[config.mk]
export PLATFORM = sky130hd
export DESIGN_NAME = pblaze_intc
export DESIGN_NICKNAME = d
export VERILOG_FILES = /design/src/rtl/pblaze_intc.sv
export SDC_FILE = /design/constraint.sdc
export NUM_CORES = 1
export LEC_CHECK = 0
export CORE_UTILIZATION = 55
export DETAILED_ROUTE_END_ITERATION = 10
export HOLD_SLACK_MARGIN = 0.02
export PLACE_DENSITY = 0.85
export SYNTH_ARGS = -nofsm -noshare
export SYNTH_HDL_FRONTEND = slang
export SYNTH_SLANG_ARGS = --single-unit
[constraint.sdc]
create_clock -name clk -period 4.42 [get_ports clk]
set_input_delay 1.326 -clock clk [delete_from_list [all_inputs] [get_ports clk]]
set_output_delay 1.326 -clock clk [all_outputs]
set_load 0.03 [all_outputs]
[src/rtl/pblaze_intc.sv]
// Interrupt controller for the pacoblaze core: synchronised edge/level sources, mask/pending/vector
// registers on the port_id bus, and a REQ/ack/EOI handshake driving the single core interrupt line.
module pblaze_intc #(
    parameter int         NUM_IRQ     = 8,
    parameter logic [7:0] BASE_ADDR   = 8'h10,
    parameter int         SYNC_STAGES = 2
) (
    input  logic               clk,
    input  logic               rst,
    input  logic [NUM_IRQ-1:0] irq_in,
    input  logic [7:0]         port_id,
    input  logic               write_strobe,
    input  logic               read_strobe,
    input  logic [7:0]         out_port,
    output logic [7:0]         in_port,
    output logic               sel,
    output logic               interrupt,
    input  logic               interrupt_ack
);

    typedef enum logic [1:0] {IDLE = 2'd0, REQ = 2'd1, SERVICE = 2'd2} state_t;

    localparam logic [2:0] REG_STATUS = 3'd0;
    localparam logic [2:0] REG_MASK   = 3'd1;
    localparam logic [2:0] REG_MODE   = 3'd2;
    localparam logic [2:0] REG_CLEAR  = 3'd3;
    localparam logic [2:0] REG_VECTOR = 3'd4;
    localparam logic [2:0] REG_EOI    = 3'd5;
    localparam logic [1:0] FILL_CNT   = 2'(SYNC_STAGES);

    logic [NUM_IRQ-1:0] sync_q [SYNC_STAGES];
    logic [NUM_IRQ-1:0] s, s_prev, armed, rise, clr;
    logic [NUM_IRQ-1:0] pending, pending_nxt, mask, mode, act;
    logic [1:0]         fill_cnt;
    logic               filled;
    logic [7:0]         offset, rd_dat;
    logic [2:0]         reg_sel, vec_idx;
    logic               hit, wr_en, eoi;
    state_t             state;

    assign offset  = port_id - BASE_ADDR;
    assign hit     = offset < 8'd6;
    assign reg_sel = offset[2:0];
    assign wr_en   = write_strobe && hit;
    assign eoi     = wr_en && (reg_sel == REG_EOI);
    assign clr     = (wr_en && reg_sel == REG_CLEAR) ? out_port[NUM_IRQ-1:0] : '0;

    always_ff @(posedge clk or posedge rst) begin
        if (rst) begin
            for (int k = 0; k < SYNC_STAGES; k++) sync_q[k] <= '0;
        end else begin
            sync_q[0] <= irq_in;
            for (int k = 1; k < SYNC_STAGES; k++) sync_q[k] <= sync_q[k-1];
        end
    end

    assign s      = sync_q[SYNC_STAGES-1];
    assign filled = (fill_cnt == FILL_CNT);
    // A channel only reports edges once it has been seen low after the synchroniser refilled,
    // so a line held high across reset does not masquerade as a fresh rising edge.
    assign rise   = s & ~s_prev & armed;

    // Set beats clear: an edge arriving with a CLEAR write still leaves the channel pending.
    assign pending_nxt = (mode & ((pending & ~clr) | rise)) | (~mode & s);
    assign act         = pending & mask;

    always_ff @(posedge clk or posedge rst) begin
        if (rst) begin
            s_prev   <= '0;
            armed    <= '0;
            fill_cnt <= '0;
            pending  <= '0;
            mask     <= '0;
            mode     <= '0;
        end else begin
            s_prev   <= s;
            armed    <= armed | ({NUM_IRQ{filled}} & ~s);
            if (!filled) fill_cnt <= fill_cnt + 2'd1;
            pending  <= pending_nxt;
            if (wr_en && reg_sel == REG_MASK) mask <= out_port[NUM_IRQ-1:0];
            if (wr_en && reg_sel == REG_MODE) mode <= out_port[NUM_IRQ-1:0];
        end
    end

    always_comb begin
        vec_idx = '0;
        for (int i = NUM_IRQ - 1; i >= 0; i--) begin
            if (act[i]) vec_idx = 3'(i);
        end
    end

    always_comb begin
        rd_dat = '0;
        case (reg_sel)
            REG_STATUS: rd_dat = 8'(pending);
            REG_MASK:   rd_dat = 8'(mask);
            REG_MODE:   rd_dat = 8'(mode);
            REG_VECTOR: rd_dat = {|act, 4'b0000, vec_idx};
            default:    rd_dat = '0;
        endcase
    end

    always_ff @(posedge clk or posedge rst) begin
        if (rst) begin
            in_port <= '0;
            sel     <= 1'b0;
        end else begin
            in_port <= hit ? rd_dat : 8'h00;
            sel     <= hit;
        end
    end

    always_ff @(posedge clk or posedge rst) begin
        if (rst) begin
            state     <= IDLE;
            interrupt <= 1'b0;
        end else begin
            case (state)
                IDLE: begin
                    if (|act) begin
                        state     <= REQ;
                        interrupt <= 1'b1;
                    end
                end
                REQ: begin
                    if (interrupt_ack) begin
                        state     <= SERVICE;
                        interrupt <= 1'b0;
                    end else if (!(|act)) begin
                        state     <= IDLE;
                        interrupt <= 1'b0;
                    end
                end
                SERVICE: begin
                    if (eoi) state <= IDLE;
                end
                default: begin
                    state     <= IDLE;
                    interrupt <= 1'b0;
                end
            endcase
        end
    end

    // The core never issues input and output strobes in the same cycle.
    assert property (@(posedge clk) disable iff (rst) !(read_strobe && write_strobe));

endmodule

Yosys cells after proc, flatten, opt, wreduce, memory -nomap -nowiden
Index checks and enable logic that the tools add are counted.

word-level totals
  register bits = 70
  input bits = 29
  output and inout port bits = 10
  logic and storage cells = 71

operators by class
  add/subtract/negate cells = 2
  $lt $le $gt $ge = 1
  eq/ne operators = 11
  mux-type cells = 20
  bitwise operators = 15
  reduce and logical (&&, ||, !) cells = 10

operator list
  kind                 number
  $and 8x8->8          7
  $not 8->8            4
  $pmux 8 s4           1
  $mux 3               8
  $or 8x8->8           3
  $mux 8               2
  $lt 8x3->1 const B   1
  $mux 2               4
  $reduce_or 8->1      1
  $sub 8x5->8 const B  1
  $eq 3x2->1 const B   2
  $eq 3x3->1 const B   2
  $pmux 2 s3           1
  $reduce_and 3->1     2
  $logic_and 1x1->1    5
  $eq 2x2->1 const B   2
  $ne 2x2->1 const B   2
  $eq 3x1->1 const B   1
  $logic_not 3->1      1
  $mux 1               3
  $ne 3x3->1 const B   1
  $pmux 1 s3           1
  $add 2x1->2 const B  1
  $eq 2x1->1 const B   1
  other kinds (2)      2

Depth between registers and ports, before layout
Gate-level depths: netlist of run 1.

  word-level depth = 11
  gate-level depth with buffers = 6

Worst setup path after synthesis of run 1
No wires, ideal clock.

  kind = input -> register
  start = input port port_id[5]
  end = register pending[0]
  library setup time = 0.122 ns
  data arrival time = 2.637 ns
  data required time = 4.298 ns
  slack = 1.661 ns
  stages on the path = 4
  path buffers = 0
  cell sequence = or4b_4 nor4_4 nand2_1 a32o_1

between the ends
  longest elaborated chain between the ends = 10

ends and longest elaborated chain
  element               line  source
  from (decl)           11    input logic [7:0] port_id,
  $sub 8x5->8           41    assign offset = port_id - BASE_ADDR;
  $lt 8x3->1            42    assign hit = offset < 8'd6;
  $logic_and 1x1->1     44    assign wr_en = write_strobe && hit;
  $logic_and 1x1->1     46    assign clr = (wr_en && reg_sel == REG_CLEAR) ? out_port[NUM_IRQ-1:0] : '0;
  $mux 8                46
  $not 8->8             64    assign pending_nxt = (mode & ((pending & ~clr) | rise)) | (~mode & s);
  $and 8x8->8           64
  $or 8x8->8            64
  $and 8x8->8           64
  $or 8x8->8            64
  via pending_nxt[0]    33    logic [NUM_IRQ-1:0] pending, pending_nxt, mask, mode, act;
  to (signal assigned)  79    pending <= pending_nxt;
  to (decl)             33

The timed path passes the listed nets, and every way through them passes these cells.
A chain may end at the register's enable or synchronous reset.

Worst setup path after layout of run 1
  start = input port port_id[1]
  end = register in_port[0]

between the ends
  longest elaborated chain between the ends = 4

ends and longest elaborated chain
  element                                             line  source
  $sub 8x5->8 (*)                                     41
  branches (longest 2 deep; another with $lt 8x3->1)  n/a
  $mux 8 (*)                                          108   in_port <= hit ? rd_dat : 8'h00;
  to (signal assigned)                                108
  to (decl)                                           15    output logic [7:0] in_port,

Every way passes the cells marked *.

==> results.cfg, run 1 <==
[outcome]
outcome = finished, final reports clean

[worst_setup_path]
cp-start-kind = input port
crit_required_ns = 4.67
r2r_cells = 4
r2r-start = pending[3]
r2r-end = in_port[7]
rrSetupSlack_ns = 2.82
critPathKind = in2reg
cp_max_fo = 10
arrival_ns = 3.34
cp-end-kind = flop

[drt]
wl_per_cell_um = 16.1
wl_um = 5320
post-route-drc-count = 0
via_per_inst = 5.69
dr.pass1.iters = 4
ant_nets = 0
dr_total_vias = 1884
drt-initial-drc-count = 179

[grt]
grt_antenna_before_repair = 0
grt_usage = 0.226
grt_max_degree = 54
grt_pass1_wl_um = 8780
grt_overflow = 0
grt_pass1_vias = 1843

[flow_run]
cap_viol_max_count = 0

[die]
rows = 25
die_x_um = 72.4
die_area_um2 = 5240
die_h_um = 72.4
core-area_um2 = 4750
initial_core_util = 0.573
io_pins = 39

[clock_tree]
htree_levels = 3
cts_tree = done
cts_root_buf = clkbuf_8
clock_path_buffers = 2
clk_latency_ns = 0.34
clk_pin_slew_ns = 0.06
cts_made_buffers = 9
post_cts_buffers = 0
cts_resized = 0
cts_hold_buf = 0
clock_sinks = 70

[layout]
drive_gt1_frac = 0.148
utilization = 0.703
antenna_cells = 0
layout.nets = 291
areaGrowthSynthToFinish_pct = 22.7

[pwr]
p_per_area_nw_per_um2 = 374
ir_drop_mv = 0.233
leakage_nw = 1.52

[placement]
portBuffers = 37
hpwl_um = 3500
post-place-ws_ns = 0.962
gp_congestion = 0.801

[timing]
fmax_ghz = 0.323
setup_ws_ns = 1.32
setup_viol = 0
fin_skew_ns = 0.00514
worst_pin_slew_ns = 1.06
hold_viol_final = 0
drv_slew = 0
fin_crit_sh = 0.701
layout_min_cycle_time_ns = 3.10
max-slew-margin-rel = 0.295
setup_tns_ns = 0
rsz0062_at_grt = false

[min_path]
min_from = sync_q[9]
whs_path_depth = 0
hold_path.class = reg2reg
holdPathEnd = s[1]

[yosys]
synth.area.top_cells = dfrtp_1 64%, mux2_2 6.6%, a32o_1 3.7%
syn-cell-area_um2 = 2730
synth_enable_flop_cells = 0
ys_warn_count = 0
synth_ff_type = dfrtp_1
synth.distinct_cells = 37
synth_largest_area_cell = dfrtp_1
syn_nets = 244
synth_top_area_share = 0.643
ys_async_sr_fraction = 1.00
syn_inst = 214
ys_seq_area_frac = 0.643
ys_ff_latch = 70
syn_avg_cell_area_um2 = 12.7
## stage by stage
step           cells  total power [mW]  hold slack, ns  area, um^2
6_report         331              1.25           0.350        3340
5_1_grt          331              1.30           0.360        3340
4_1_cts          331              1.26           0.355        3340
3_5_place_dp     317             0.832           0.340        3190
3_3_place_gp     317             0.826           0.331        3190
2_1_floorplan    214             0.773           0.331        2730
## cell families after synthesis
kind of cell	after synthesis	share of synthesized area
xor+xnor	1	0.00321
fa+ha+maj	2	0.00826
mux	24	0.0955
buf+inv	18	0.0253
simple gates	48	0.0960
compound gates	51	0.129
flops	70	0.643
## worst max-delay path: stages
cell and delay (ns):
clkdlybuf4s50_1 0.70, maj3_1 0.47, nor3_1 0.45, nand4_1 0.18, o22ai_1 0.21
## cells in the mapped netlist (2+ instances only)
cell       instances
a211oi_1           2
a21oi_1            6
a22oi_1            4
a2bb2oi_1          3
a32o_1            10
and3_1             2
clkbuf_1           3
dfrtp_1           70
inv_1             13
mux2_2            16
mux2i_1            8
nand2_1           17
nand2b_1           2
nand4_1            3
nor2_1            14
o21a_1             3
o21ai_0           18
## registers in the layout, indices dropped and copies added, names as in the netlist
register and count:
mode 8, state 2, armed 8, in_port 8, s_prev 8, sync_q 8
pending 8, fill_cnt 2, sel 1, interrupt 1, s 8, mask 8
## cell type report
cell class | instances | area, um^2
Fill cell | 362 | 1410
Timing Repair Buffer | 41 | 400
Sequential cell | 70 | 1750
Clock inverter | 2 | 10.0
Inverter | 13 | 48.8
Clock buffer | 12 | 145
Tap cell | 67 | 83.8
Multi-Input combinational cell | 126 | 905
## metal layers
metal | global-route usage | vias to the layer above | part of all wire
li1 | - | 857 | -
met1 | 0.301 | 948 | 0.44
met2 | 0.351 | 70 | 0.49
met3 | 0.0625 | 9 | 0.052
met4 | 0.0980 | 0 | 0.020
met5 | 0 | - | 0
## power by group
group | switching [mW] | internal [mW] | total (mW)
clock network | 0.217 | 0.211 | 0.428
logic | 0.0603 | 0.0610 | 0.121
registers | 0.0270 | 0.673 | 0.700
## layout by cell type, fill, tap and decap left out, types with 2 or more instances in the layout
master / n
a211oi_1: 2
a21oi_1: 6
a22oi_1: 4
a2bb2oi_1: 3
a32o_1: 10
and3_1: 2
buf_4: 4
clkbuf_1: 2
clkbuf_8: 10
clkdlybuf4s50_1: 37
clkinv_2: 2
dfrtp_1: 70
inv_1: 12
mux2_2: 16
mux2i_1: 8
nand2_1: 17
nand2b_1: 2
nand4_1: 3
nor2_1: 14
o21a_1: 3
o21ai_0: 18
## worst max path at each step
stage | depth (start not counted) | to | startpoint
after floorplan | 1 | armed[0] | rst
after global placement | 5 | pending[5] | port_id[5]
after detailed placement | 5 | pending[2] | port_id[5]
after CTS | 5 | pending[3] | port_id[5]
after global routing | 5 | pending[3] | port_id[5]
final | 5 | in_port[0] | port_id[1]
Power figures use the tool's default switching activity.
==> run 2, diff against run 1 <==
--- a/config.mk
+++ b/config.mk
@@ -5,10 +5,10 @@
 export SDC_FILE = /design/constraint.sdc
 export NUM_CORES = 1
 export LEC_CHECK = 0
-export CORE_UTILIZATION = 55
+export CORE_UTILIZATION = 53
 export DETAILED_ROUTE_END_ITERATION = 10
 export HOLD_SLACK_MARGIN = 0.02
-export PLACE_DENSITY = 0.85
+export PLACE_DENSITY = 0.83
 export SYNTH_ARGS = -nofsm -noshare
 export SYNTH_HDL_FRONTEND = slang
 export SYNTH_SLANG_ARGS = --single-unit
==> constraint.sdc (replaced) <==
create_clock -name clk -period 3.1 [get_ports clk]
set_input_delay 0.93 -clock clk [delete_from_list [all_inputs] [get_ports clk]]
set_output_delay 0.93 -clock clk [all_outputs]
set_load 0.03 [all_outputs]
==> run 2 against run 1 <==
Against the previous run:
- die area rose by 3.7%
- hold slack got worse by 0.0028 ns
- non-clock buffer count up 4
- cell area is 2.0% higher
- clock power is 54% higher
- combinational power is 45% higher
- critical path type unchanged
- largest cell class unchanged
==> results.cfg, run 2 (same netlist as run 1, synthesis figures left out) <==
[outcome]
outcome = finished, final reports clean

[worst_setup_path]
critPathKind = in2reg
cp_max_fo = 8
cp-start-kind = input port
arrival_ns = 2.82
cp-end-kind = flop
crit_required_ns = 3.32

[pwr]
p_sw_frac = 0.231
leakage_nw = 1.56
p_int_mw = 1.41
clkPwrFrac = 0.361
p_seq_frac = 0.544
ir_drop_mv = 0.337
p_per_area_nw_per_um2 = 537
p_switching_mw = 0.424
pwr-share-comb = 0.096
p_total_mw = 1.83

[layout]
utilization = 0.704
layout_common_cells = 70 x dfrtp_1, 37 x clkdlybuf4s50_1, 18 x o21ai_0
final-seq-area_um2 = 1750
fin_area_um2 = 3410
drive_gt1_frac = 0.159
areaGrowthSynthToFinish_pct = 25.2
antenna_cells = 0
multi_input_area_um2 = 905
layout.nets = 295
final_common_cell = dfrtp_1
fill_cells = 353

[timing]
fin_crit_sh = 0.838
max-slew-margin-rel = 0.732
fmax_ghz = 0.385
worst_pin_slew_ns = 0.400
fin_hold_ws_ns = 0.347
layout_min_cycle_time_ns = 2.60
rsz0062_at_grt = false
fin_skew_ns = 0.00653
drv_slew = 0
setup_tns_ns = 0
setup_viol = 0
hold_viol_final = 0

[grt]
grt_antenna_before_repair = 0
grt_overflow = 0
met3_usage = 0.0892
grt_pass1_vias = 1849
grt_usage = 0.220
grt_busiest_layer = met2
grt_max_degree = 71
grt_util_met2 = 0.333
grt_pass1_wl_um = 8520
use_met1 = 0.273

[drt]
wl_um = 5150
wl_per_cell_um = 15.3
post-route-drc-count = 0
dr_total_vias = 1856
dr.pass1.iters = 4
ant_nets = 0
drt-initial-drc-count = 87
via_per_inst = 5.51

[die]
rows = 25
io_pins = 39
die_h_um = 73.7
die_x_um = 73.7
die_area_um2 = 5430
initial_core_util = 0.562
core-area_um2 = 4850

[placement]
gp_congestion = 0.894
hpwl_um = 3450
portBuffers = 37
dpl_cell_area_um2 = 3230

[clock_tree]
clk_latency_ns = 0.34
cts_tree = done
cts_made_buffers = 9
post_cts_buffers = 0
clk_pin_slew_ns = 0.07
htree_levels = 3
cts_hold_buf = 0
cts_resized = 0
clock_sinks = 70
clock_path_buffers = 2
cts_root_buf = clkbuf_8

[flow_run]
cap_viol_max_count = 0

[min_path]
hold_path.class = reg2reg
-- run 2: area by class of cell --
type                            count  share of cell area
Timing Repair Buffer               45               0.130
Clock buffer                       16              0.0528
Sequential cell                    70               0.513
Multi-Input combinational cell    126               0.265
Tap cell                           67              0.0246
Inverter                           13              0.0143
-- run 2: per-stage QoR --
stage	setup WS (ns)	std cells
floorplan	0.402	214
finish	0.503	337
global placement	0.189	321
CTS	0.506	337
detailed placement	0.149	321
global route	0.469	337
-- run 2: critical path, stage by stage --
cell and delay, ns:
clkdlybuf4s50_1 0.40, or4b_4 0.60, nor2_2 0.17, nand4b_2 0.33, mux2_2 0.38
-- run 2: path summary, 6_finish.rpt --
check	endpoint	cells after the start	slack, ns	from
setup reg to reg	in_port[7]	4	1.57	pending[5]
min in group asynchronous	mask[2]	3	0.98	rst
hold / removal	s[4]	0	0.35	sync_q[12]
max in group asynchronous	state[0]	3	1.85	rst
hold reg to reg	s[4]	0	0.35	sync_q[12]
setup / recovery	mask[1]	5	0.50	port_id[5]
-- run 2: power groups by stage --
| stage | combinational [mW] | clock [mW] | sequential (mW) |
|---|---|---|---|
| floorplan | 0.0856 | 0 | 1.02 |
| global placement | 0.173 | 0 | 1.01 |
| detailed placement | 0.176 | 0 | 1.01 |
| CTS | 0.177 | 0.674 | 0.996 |
| global route | 0.194 | 0.715 | 1.00 |
| finish | 0.175 | 0.661 | 0.996 |
-- run 2: per-layer routing --
| metal | wire length (um) | part of all wire |
|---|---|---|
| met2 | 2370 | 0.46 |
| met5 | 0 | 0 |
| met3 | 295 | 0.057 |
| met1 | 2340 | 0.45 |
| met4 | 142 | 0.028 |
==> patch 1 (flow settings as in run 2) <==
`SYNC_STAGES`: 2 -> 8.
--- a/src/rtl/pblaze_intc.sv
+++ b/src/rtl/pblaze_intc.sv
@@ -4,5 +4,5 @@
     parameter int         NUM_IRQ     = 8,
     parameter logic [7:0] BASE_ADDR   = 8'h10,
-    parameter int         SYNC_STAGES = 2
+    parameter int         SYNC_STAGES = 8
 ) (
     input  logic               clk,
Formal check against the unedited RTL: not equivalent (Yosys sat finds a counterexample within 10 cycles, from zero or initial values and one cycle with rst high).
==> patch 1 against run 2 <==
Final area increased by 48%. Largest power group is now clock. Count of clock-buffer cells in the layout increased by 2. Sequential cell count grew 48. Global-route usage down 1.8 points. Fmax up 5.5%. Sequential share of layout area grew 7.3 points. Area after synthesis grew 44%. Worst setup slack improved by 0.14 ns. Power increased by 100%. First-iteration DRC count up 150%. Routed wire length rose by 31%.
==> patch 1: results (changes against run 2) <==
- Critical register-to-register path endpoint: interrupt$_DFFE_PP0P_ (was in_port[7]$_DFF_PP0_)
- Syn Nets: 295 (was 244)
- Final clock skew: 0.00493 ns (was 0.00653 ns)
- Largest delay share family, worst path: buffers and inverters (was simple AND/OR/NAND/NOR gates)
- Pin count of the biggest net entering global routing: 119 (was 71)
- Worst hold slack across all endpoints: 0.346 ns (was 0.347 ns)
- Fraction of final layout cells sized beyond drive strength 1: 18.6% (was 15.9%)
- Cell variety after synth: 35 (was 37)
- Slew Limit Headroom: 60.1% (was 73.2%)
- Last weighted congestion value of the routability-driven placer: 0.897 (was 0.894)
- H-tree depth reported by CTS: 4 (was 3)
- Origin of the worst setup path: interrupt$_DFFE_PP0P_ (was port_id[5])
- Total wirelength of the detailed-routed design: 6.73 mm (was 5.15 mm)
- Slack of the worst reg-to-reg path: 1.68 ns (was 1.57 ns)
- Aggregate global-route resource usage: 20.2% (was 22.0%)
- Status: complete, no violations (unchanged)
- Depth of the most critical reg-to-reg path: 5 (was 4)
- Estimated wirelength of the detail-placed design: 3.95 mm (was 3.45 mm)
- Delay of the slowest cell on the worst path: 0.67 ns (was 0.60 ns)
- Worst path arrival time: 1.53 ns (was 2.82 ns)
- Max Fanout on Critical Path: 3 (was 8)
- Max rail drop VDD: 518 uV (was 337 uV)
- Fillcell total: 495 (was 353)
- Fin nets: 351 (was 295)
- Insertion delay to the later sink of the worst-skew pair: 0.50 ns (was 0.34 ns)
- Detailed Route Iter0 Violations: 214 (was 87)
- Sequential cell area fraction in the yosys report: 75.2% (was 64.3%)
- Vias after detailed routing: 2284 (was 1856)
- Global-route wire length before repair: 11.3 mm (was 8.52 mm)
## patch 1: logic make-up after synthesis
logic type / count (synthesis) / share of synthesized area (%)
AO/OA/AOI/OAI: 51 / 8.60
XOR/XNOR: 1 / 0.223
adder cells (fa/ha/maj): 1 / 0.319
buffers and inverters: 19 / 1.91
flip-flops: 118 / 75.2
multiplexers: 25 / 6.92
AND/OR/NAND/NOR: 50 / 6.82
## patch 1: final cells by class
type                            instances  area (sq um)  share of cell area (%)
Clock buffer                           18           428                    8.50
Multi-Input combinational cell        128           898                    17.8
Timing Repair Buffer                   43           428                    8.50
Clock inverter                         14           151                    3.01
Tap cell                               99           124                    2.46
Sequential cell                       118          2950                    58.6
Inverter                               13          52.6                    1.04
## patch 1: where the power goes
| group | internal (W) | total, W | switching (W) | leakage, nW |
|---|---|---|---|---|
| logic | 0.0000882 | 0.000187 | 0.0000987 | 0.583 |
| clock network | 0.00117 | 0.00184 | 0.000677 | 0.270 |
| registers | 0.00162 | 0.00166 | 0.0000446 | 1.41 |
| total | 0.00287 | 0.00369 | 0.000820 | 2.27 |
## patch 1: how the worst max path moves through the flow
stage	endpoint	slack (ns)	cells after the start
4_1_cts	interrupt	0.61	1
3_3_place_gp	mode[0]$_DFFE_PP0P_	0.35	5
2_1_floorplan	armed[0]$_DFF_PP0_	0.73	1
3_5_place_dp	mode[3]$_DFFE_PP0P_	0.34	5
6_report	interrupt	0.64	1
5_1_grt	interrupt	0.58	1
## patch 1: per-layer routing
metal | wire length, um | GRT usage (%)
met4 | 78 | 9.09
met5 | 0 | 0
met1 | 2720 | 23.8
met2 | 3500 | 33.4
met3 | 435 | 7.26
## patch 1: through the flow
step / total power, W / instance area [sq um] / worst slack, ns / util, % / cells
after global routing: 0.00382 / 5030 / 0.583 / 69.8 / 433
after global placement: 0.00187 / 4460 / 0.355 / 61.8 / 401
final: 0.00369 / 5030 / 0.640 / 69.8 / 433
after detailed placement: 0.00188 / 4460 / 0.342 / 61.8 / 401
after CTS: 0.00374 / 5030 / 0.610 / 69.8 / 433
after floorplan: 0.00178 / 3930 / 0.729 / - / 265
==> patch 2 (flow settings as in run 2) <==
Made on the original files. Add an input register stage for `irq_in`, with the module's reset; this delays it by one clock. The other inputs are not delayed to match.
--- a/src/rtl/pblaze_intc.sv
+++ b/src/rtl/pblaze_intc.sv
@@ -29,4 +29,14 @@
     localparam logic [1:0] FILL_CNT   = 2'(SYNC_STAGES);
 
+    logic [NUM_IRQ-1:0] irq_q;
+
+    always_ff @(posedge clk or posedge rst) begin
+        if (rst) begin
+            irq_q <= '0;
+        end else begin
+            irq_q <= irq_in;
+        end
+    end
+
     logic [NUM_IRQ-1:0] sync_q [SYNC_STAGES];
     logic [NUM_IRQ-1:0] s, s_prev, armed, rise, clr;
@@ -50,5 +60,5 @@
             for (int k = 0; k < SYNC_STAGES; k++) sync_q[k] <= '0;
         end else begin
-            sync_q[0] <= irq_in;
+            sync_q[0] <= irq_q;
             for (int k = 1; k < SYNC_STAGES; k++) sync_q[k] <= sync_q[k-1];
         end
Formal check against the unedited RTL: not equivalent (a bounded check fails within 10 cycles, from zero or initial values and one cycle with rst high).
==> patch 2 against run 2 <==
Routed wire length grew 7.8%. Final area grew 6.0%. Power grew 5.4%. Sequential share of layout area grew 2.6 points. Global-route usage shrank 0.56 points. Utilization shrank 0.88 points. Worst setup slack lost 0.18 ns. Sequential cell count grew 8. Register-to-register slack gained 0.03 ns. Area after synthesis grew 7.7%. Sequential power grew 11%.
==> patch 2: results (changes against run 2) <==
- Endpoint of the worst hold-timing path: sync_q[15]$_DFF_PP0_ (was s[4]$_DFF_PP0_)
- Status: complete, no violations (unchanged)
- Multi-Input Combinational: 122 (was 126)
- Global routing usage on met1: 27.1% (was 27.3%)
- HP Start: irq_q[7]$_DFF_PP0_ (was sync_q[12]$_DFF_PP0_)
- Cell variety after synth: 38 (was 37)
- Met2 track utilization from global routing: 31.8% (was 33.3%)
- Aggregate global-route resource usage: 21.4% (was 22.0%)
- Wirelength per Cell: 16.0 um (was 15.3 um)
- Number of flip-flops and latches: 78 (was 70)
- Delay of the slowest cell on the worst path: 0.58 ns (was 0.60 ns)
- Critical register-to-register path endpoint: interrupt$_DFFE_PP0P_ (was in_port[7]$_DFF_PP0_)
- GR met3 Demand/Resource: 7.66% (was 8.92%)
- Layout clock area frac: 4.57% (was 5.28%)
- Placed Cells: 332 (was 321)
- Max rail drop VDD: 411 uV (was 337 uV)
- Number of clock buffers in the layout: 11 (was 16)
- Fillcell total: 382 (was 353)
- Endpoint of the worst setup timing path: mode[4]$_DFFE_PP0P_ (was mask[1]$_DFFE_PP0P_)
- Measured slew at the worst slew-check pin: 0.534 ns (was 0.400 ns)
- Max Fanout on Critical Path: 5 (was 8)
- Sequential cell area: 1950 sq um (was 1750 sq um)
- Worst path arrival time: 3.00 ns (was 2.82 ns)
- Startpoint of the lowest-slack register-to-register path: pending[3]$_DFF_PP0_ (was pending[5]$_DFF_PP0_)
- Syn Nets: 251 (was 244)
- Origin of the worst setup path: port_id[6] (was port_id[5])
## patch 2: cell types whose count changed after synthesis, sizes merged, moves of 2 or more
cell	change
nand3	+11
nand4	-2
nor3	-2
nand3b	-2
and2	+2
nand2	-10
or3	+3
nor2	-3
o21a	-3
dfrtp	+8
## patch 2: metrics by stage
stage / worst slack (ns) / instance area, sq um / hold WS (ns)
after CTS: 0.372 / 3620 / 0.352
final: 0.321 / 3620 / 0.349
after global placement: 0.0259 / 3450 / 0.332
after floorplan: 0.175 / 2930 / 0.331
after detailed placement: 0.00752 / 3450 / 0.335
after global routing: 0.311 / 3620 / 0.359
## patch 2: kinds of logic after synthesis
logic type               after synthesis  share of synthesized area, %
adder cells (fa/ha/maj)                2                         0.768
XOR/XNOR                               1                         0.299
flip-flops                            78                          66.5
multiplexers                          24                          8.87
AND/OR/NAND/NOR                       45                          8.70
buffers and inverters                 21                          2.98
AO/OA/AOI/OAI                         50                          11.9
